==> src/rtl/pipe_hazard_pkg.sv <==
// Shared types for the RV32 pipeline hazard/forwarding controller.
// Forward select encodings, memory-latency FSM states, result-source code.
package pipe_hazard_pkg;

  typedef enum logic [1:0] {
    FWD_RF = 2'b00,
    FWD_W  = 2'b01,
    FWD_M  = 2'b10
  } fwd_sel_e;

  typedef enum logic {
    IDLE = 1'b0,
    BUSY = 1'b1
  } mem_state_e;

  localparam logic [1:0] LOAD_RESULT_SRC = 2'b01;

endpackage

==> src/rtl/pipeline_hazard_ctrl_mem_lat_fsm.sv <==
// Holds the M stage for MEM_LAT extra cycles per data-memory access.
// Every access, including back-to-back ones, pays the full latency.
module mem_lat_fsm
  import pipe_hazard_pkg::*;
#(
  parameter int unsigned MEM_LAT = 0
) (
  input  logic clk,
  input  logic rst,
  input  logic MemAccessM,
  output logic mem_stall,
  output logic MemBusy
);

  localparam int unsigned CW =
    (MEM_LAT > 0) ? $clog2(MEM_LAT + 1) : 1;
  localparam logic [CW-1:0] CNT_INIT =
    CW'((MEM_LAT > 0) ? MEM_LAT - 1 : 0);

  mem_state_e state_q, state_d;
  logic [CW-1:0] cnt_q, cnt_d;

  always_ff @(posedge clk or negedge rst) begin
    if (!rst) begin
      state_q <= IDLE;
      cnt_q   <= '0;
    end else begin
      state_q <= state_d;
      cnt_q   <= cnt_d;
    end
  end

  always_comb begin
    state_d   = state_q;
    cnt_d     = cnt_q;
    mem_stall = 1'b0;
    unique case (state_q)
      IDLE: begin
        if (MemAccessM && MEM_LAT > 0) begin
          mem_stall = 1'b1;
          state_d   = BUSY;
          cnt_d     = CNT_INIT;
        end
      end
      BUSY: begin
        // cnt==0 is the release cycle: M advances on this edge
        if (cnt_q != '0) begin
          mem_stall = 1'b1;
          cnt_d     = cnt_q - 1'b1;
        end else begin
          state_d = IDLE;
        end
      end
      default: state_d = IDLE;
    endcase
  end

  assign MemBusy = (state_q == BUSY);

endmodule

==> src/rtl/pipeline_hazard_ctrl.sv <==
// Hazard, forwarding and redirect control for the 5-stage RV32 pipeline.
// Priority: memory stall > redirect > data hazard.
module pipeline_hazard_ctrl
  import pipe_hazard_pkg::*;
#(
  parameter int unsigned XLEN    = 32,
  parameter int unsigned REG_AW  = 5,
  parameter int unsigned MEM_LAT = 0,
  parameter int unsigned FWD_EN  = 1,
  parameter int unsigned CNT_W   = 32,
  localparam int unsigned SC_W   = (CNT_W != 0) ? CNT_W : XLEN
) (
  input  logic              clk,
  input  logic              rst,
  input  logic [REG_AW-1:0] Rs1D,
  input  logic [REG_AW-1:0] Rs2D,
  input  logic [REG_AW-1:0] Rs1E,
  input  logic [REG_AW-1:0] Rs2E,
  input  logic [REG_AW-1:0] RdE,
  input  logic [REG_AW-1:0] RdM,
  input  logic [REG_AW-1:0] RdW,
  input  logic              RegWriteE,
  input  logic              RegWriteM,
  input  logic              RegWriteW,
  input  logic              LoadE,
  input  logic              MemAccessM,
  input  logic              PCSrcE,
  output logic [1:0]        ForwardAE,
  output logic [1:0]        ForwardBE,
  output logic              RedirectE,
  output logic              StallF,
  output logic              StallD,
  output logic              StallE,
  output logic              StallM,
  output logic              FlushD,
  output logic              FlushE,
  output logic              FlushW,
  output logic              MemBusy,
  output logic [SC_W-1:0]   StallCount
);

  logic mem_stall;
  logic raw_hz, lu_fwd, lu_hz;
  logic [SC_W-1:0] stall_cnt_q, stall_cnt_d;

  mem_lat_fsm #(
    .MEM_LAT(MEM_LAT)
  ) u_mem_lat (
    .clk       (clk),
    .rst       (rst),
    .MemAccessM(MemAccessM),
    .mem_stall (mem_stall),
    .MemBusy   (MemBusy)
  );

  function automatic logic hit(
    input logic              we,
    input logic [REG_AW-1:0] rd,
    input logic [REG_AW-1:0] rs
  );
    return we && (rd != '0) && (rd == rs);
  endfunction

  function automatic fwd_sel_e fwd_of(
    input logic [REG_AW-1:0] rs
  );
    if (hit(RegWriteM, RdM, rs)) return FWD_M;
    if (hit(RegWriteW, RdW, rs)) return FWD_W;
    return FWD_RF;
  endfunction

  // no regfile write-through, so a W match must also stall
  assign raw_hz =
    hit(RegWriteE, RdE, Rs1D) || hit(RegWriteE, RdE, Rs2D) ||
    hit(RegWriteM, RdM, Rs1D) || hit(RegWriteM, RdM, Rs2D) ||
    hit(RegWriteW, RdW, Rs1D) || hit(RegWriteW, RdW, Rs2D);

  assign lu_fwd = hit(LoadE, RdE, Rs1D) || hit(LoadE, RdE, Rs2D);
  assign lu_hz  = (FWD_EN != 0) ? lu_fwd : raw_hz;

  always_comb begin
    ForwardAE = FWD_RF;
    ForwardBE = FWD_RF;
    RedirectE = 1'b0;
    StallF    = 1'b0;
    StallD    = 1'b0;
    StallE    = 1'b0;
    StallM    = 1'b0;
    FlushD    = 1'b1;
    FlushE    = 1'b1;
    FlushW    = 1'b1;
    if (rst) begin
      if (FWD_EN != 0) begin
        ForwardAE = fwd_of(Rs1E);
        ForwardBE = fwd_of(Rs2E);
      end
      RedirectE = PCSrcE && !mem_stall;
      StallM    = mem_stall;
      StallE    = mem_stall;
      FlushW    = mem_stall;
      // a redirect squashes D, so its hazard never stalls
      StallF    = mem_stall || (lu_hz && !RedirectE);
      StallD    = StallF;
      FlushD    = RedirectE;
      FlushE    = RedirectE || (lu_hz && !mem_stall);
    end
  end

  always_comb begin
    stall_cnt_d = stall_cnt_q;
    if (StallF && stall_cnt_q != '1) begin
      stall_cnt_d = stall_cnt_q + 1'b1;
    end
  end

  always_ff @(posedge clk or negedge rst) begin
    if (!rst) begin
      stall_cnt_q <= '0;
    end else begin
      stall_cnt_q <= stall_cnt_d;
    end
  end

  assign StallCount = stall_cnt_q;

endmodule

==> config.mk <==
export PLATFORM = sky130hd
export DESIGN_NAME = pipeline_hazard_ctrl
export DESIGN_NICKNAME = d
export VERILOG_FILES = /design/src/rtl/pipe_hazard_pkg.sv /design/src/rtl/pipeline_hazard_ctrl_mem_lat_fsm.sv /design/src/rtl/pipeline_hazard_ctrl.sv
export SDC_FILE = /design/constraint.sdc
export NUM_CORES = 1
export LEC_CHECK = 0
export CAP_MARGIN = 20
export CORE_UTILIZATION = 46
export DETAILED_ROUTE_END_ITERATION = 6
export GPL_ROUTABILITY_DRIVEN = 0
export PLACE_DENSITY = 0.89
export SYNTH_ARGS = -nofsm -noshare
export SYNTH_HDL_FRONTEND = slang
export SYNTH_SLANG_ARGS = --single-unit
==> constraint.sdc <==
create_clock -name clk -period 3.7 [get_ports clk]
set_input_delay 0.74 -clock clk [delete_from_list [all_inputs] [get_ports clk]]
set_output_delay 0.74 -clock clk [all_outputs]
set_load 0.01 [all_outputs]
==> results.toml <==
[layout]
instances_no_fill = 356
fin_nets = 350
final_cell_area_um2 = 3030
final_util_pct = 73.6
layout-drive-gt1-share_pct = 7.84
diodes = 0
syn_to_final_growth_pct = 48.5
largest_register_ffs = 32

[synth]
synth_area_um2 = 2040
ys_ff_latch = 32
syn_area_per_cell_um2 = 9.57
synthTopCellsByCount = "37 x xor2_1, 32 x dfrtp_1, 23 x xnor2_1"
yosysSeqAreaShare_pct = 39.3
synthArstFlopShare_pct = 100
synth_area_leaders = "dfrtp_1 39%, xor2_1 16%, xnor2_1 9.9%, nand3_1 4.2%, nor3_1 3.7%"
ys_types = 31
syn_inst = 213
synth_edf_count = 0
yosysTopAreaCell = "dfrtp_1"
ys_warn_count = 0
synth.most_common_cell = "xor2_1"
synth_top_flop_cell = "dfrtp_1"
yosys.area.top_type_share_pct = 39.3

[timing]
final-hold-violation-count = 0
min_period_ps = 3650
drv_slew = 0
timing.fmax_ghz = 0.274
setup_violations = 0
finalSetupTns_ps = 0
worst_slack_ps = 51.9
fin_skew_ps = 2.61
timing.final.crit_share_pct = 98.6
hold_slack_ps = 487
rsz0062_at_grt = "no"

[routing]
wl_met1_um = 2190
wl_per_cell_um = 14.9
wirelength_um = 5300
via_per_inst = 5.39
drtIter0Drc = 56
wl_met3_um = 469
vias = 1918
highest_layer = "met4"
drc = 0
dr.pass1.iters = 5
met2WireLength_um = 2530
antenna_left = 0

[worst_setup_path]
path_class = "input pin to primary output"
setup.worst_path.end_class = "primary output"
path_cells = "clkdlybuf4s50_1 > or4_1 > o21ai_0 > nor4_1 > nor4_1 > clkdlybuf4s50_1"
critPathArrivalTime_ps = 2910
cp_max_fo = 2
slowest_delay_ps = 590
required_ps = 2960
crit_cells = 6
crit_buf_inv = 2
slowest_stage = "clkdlybuf4s50_1"
reg2reg_slack_ps = 1710
critPathLaunchType = "input pin"
reg2reg_depth = 6
critPathTopFamily = "buffers and inverters"

[floorplanning]
die_area_um2 = 4700
start_util_pct = 49.6
coreArea_um2 = 4120
die_y_um = 68.6
row_count = 23
die-width_um = 68.6
ios = 88

[grt]
grt_max_degree = 22
antenna_found_initial = 0
grt_pass1_wl_um = 8060
grt-ovfl-total = 0
grt_pass1_vias = 1798
grtUsageTotal_pct = 23.7

[place]
preCtsSetupSlack_ps = 58.8
dp.cells = 349
port-buffer-count = 82
placed_area_um2 = 2950
dp_hpwl_um = 4120

[status]
status = "finished clean"

[clock_tree]
postCtsHoldBufs = 0
numCtsBuffers = 5
worstSkewPairLatency_ps = 280
root_buffer = "clkbuf_8"
htreeDepth = 2
postCtsSetupBuffers = 0
cts_tree = "yes"
ctsLongestPathBuffers = 2
path_clk_slew_ps = 60
ctsResizeCount = 0
clock_sinks = 32

[min_path]
holdPathStages = 1
min_path_type = "flop to flop"

[job]
max-cap-violations = 0

[power_and_ir_drop]
power_mw = 0.768
power_density_nw_per_um2 = 254
p_leak_nw = 1.30
ir_drop_mv = 0.251
per-layer routing:
metal | up-vias | track usage (%)
met4 | 0 | 10.4
met3 | 11 | 5.92
met2 | 81 | 39.3
met1 | 908 | 29.0
li1 | 918 | -
met5 | - | 0
worst register-to-register path, delay by kind of cell, from the launching register on:
kind	cells	cell delay, ps
flops	1	490
simple gates	4	890
fa+ha+maj	1	300
xor+xnor	1	220
cell type report:
cell class / instances / area [µm²]
clock buffer: 6 / 72.6
multi-input combinational: 171 / 1180
clock inverter: 1 / 5.00
inverter: 6 / 22.5
fill: 313 / 1090
sequential: 32 / 801
tap: 50 / 62.6
timing repair buffer: 90 / 881
final timing paths:
| check | startpoint | to |
|---|---|---|
| worst max-delay path | RdM[1] | ForwardAE[0] |
| worst min-delay path | StallCount[20]$_DFFE_PN0P_ | StallCount[20]$_DFFE_PN0P_ |
| worst max register to register | StallCount[0]$_DFFE_PN0P_ | StallCount[30]$_DFFE_PN0P_ |
| worst min register to register | StallCount[20]$_DFFE_PN0P_ | StallCount[20]$_DFFE_PN0P_ |
| max in group asynchronous | rst | StallCount[19]$_DFFE_PN0P_ |
| min in group asynchronous | rst | StallCount[5]$_DFFE_PN0P_ |
placed cells by master (no fill, tap or decap), drive strengths merged, types with 4 or more instances in the layout:
cell type / count
clkbuf: 6
nor4: 11
clkdlybuf4s50: 82
xnor2: 23
buf: 8
and4: 6
nand3: 18
nand4: 6
dfrtp: 32
o21ai: 4
nor3: 15
nor2: 12
xor2: 37
nand2: 19
or4: 4
inv: 6
cells by family (layout without fill, tap and decap cells):
kind of cell	Yosys count	after routing	synth area share (%)
AND/OR/NAND/NOR	100	100	28.4
XOR/XNOR	60	60	25.8
multiplexers	1	1	0.552
buffers and inverters	12	103	3.07
other	1	3	0.184
flip-flops	32	32	39.3
AO/OA/AOI/OAI	6	6	2.15
adder cells (fa/ha/maj)	1	1	0.613
where the power goes:
group	switching (mW)	leakage, nW	internal, mW
Sequential	0.0175	0.430	0.358
Clock	0.118	0.0410	0.128
Combinational	0.0584	0.829	0.0892
Total	0.194	1.30	0.574
Note: power is estimated with default switching activity, not from simulation.
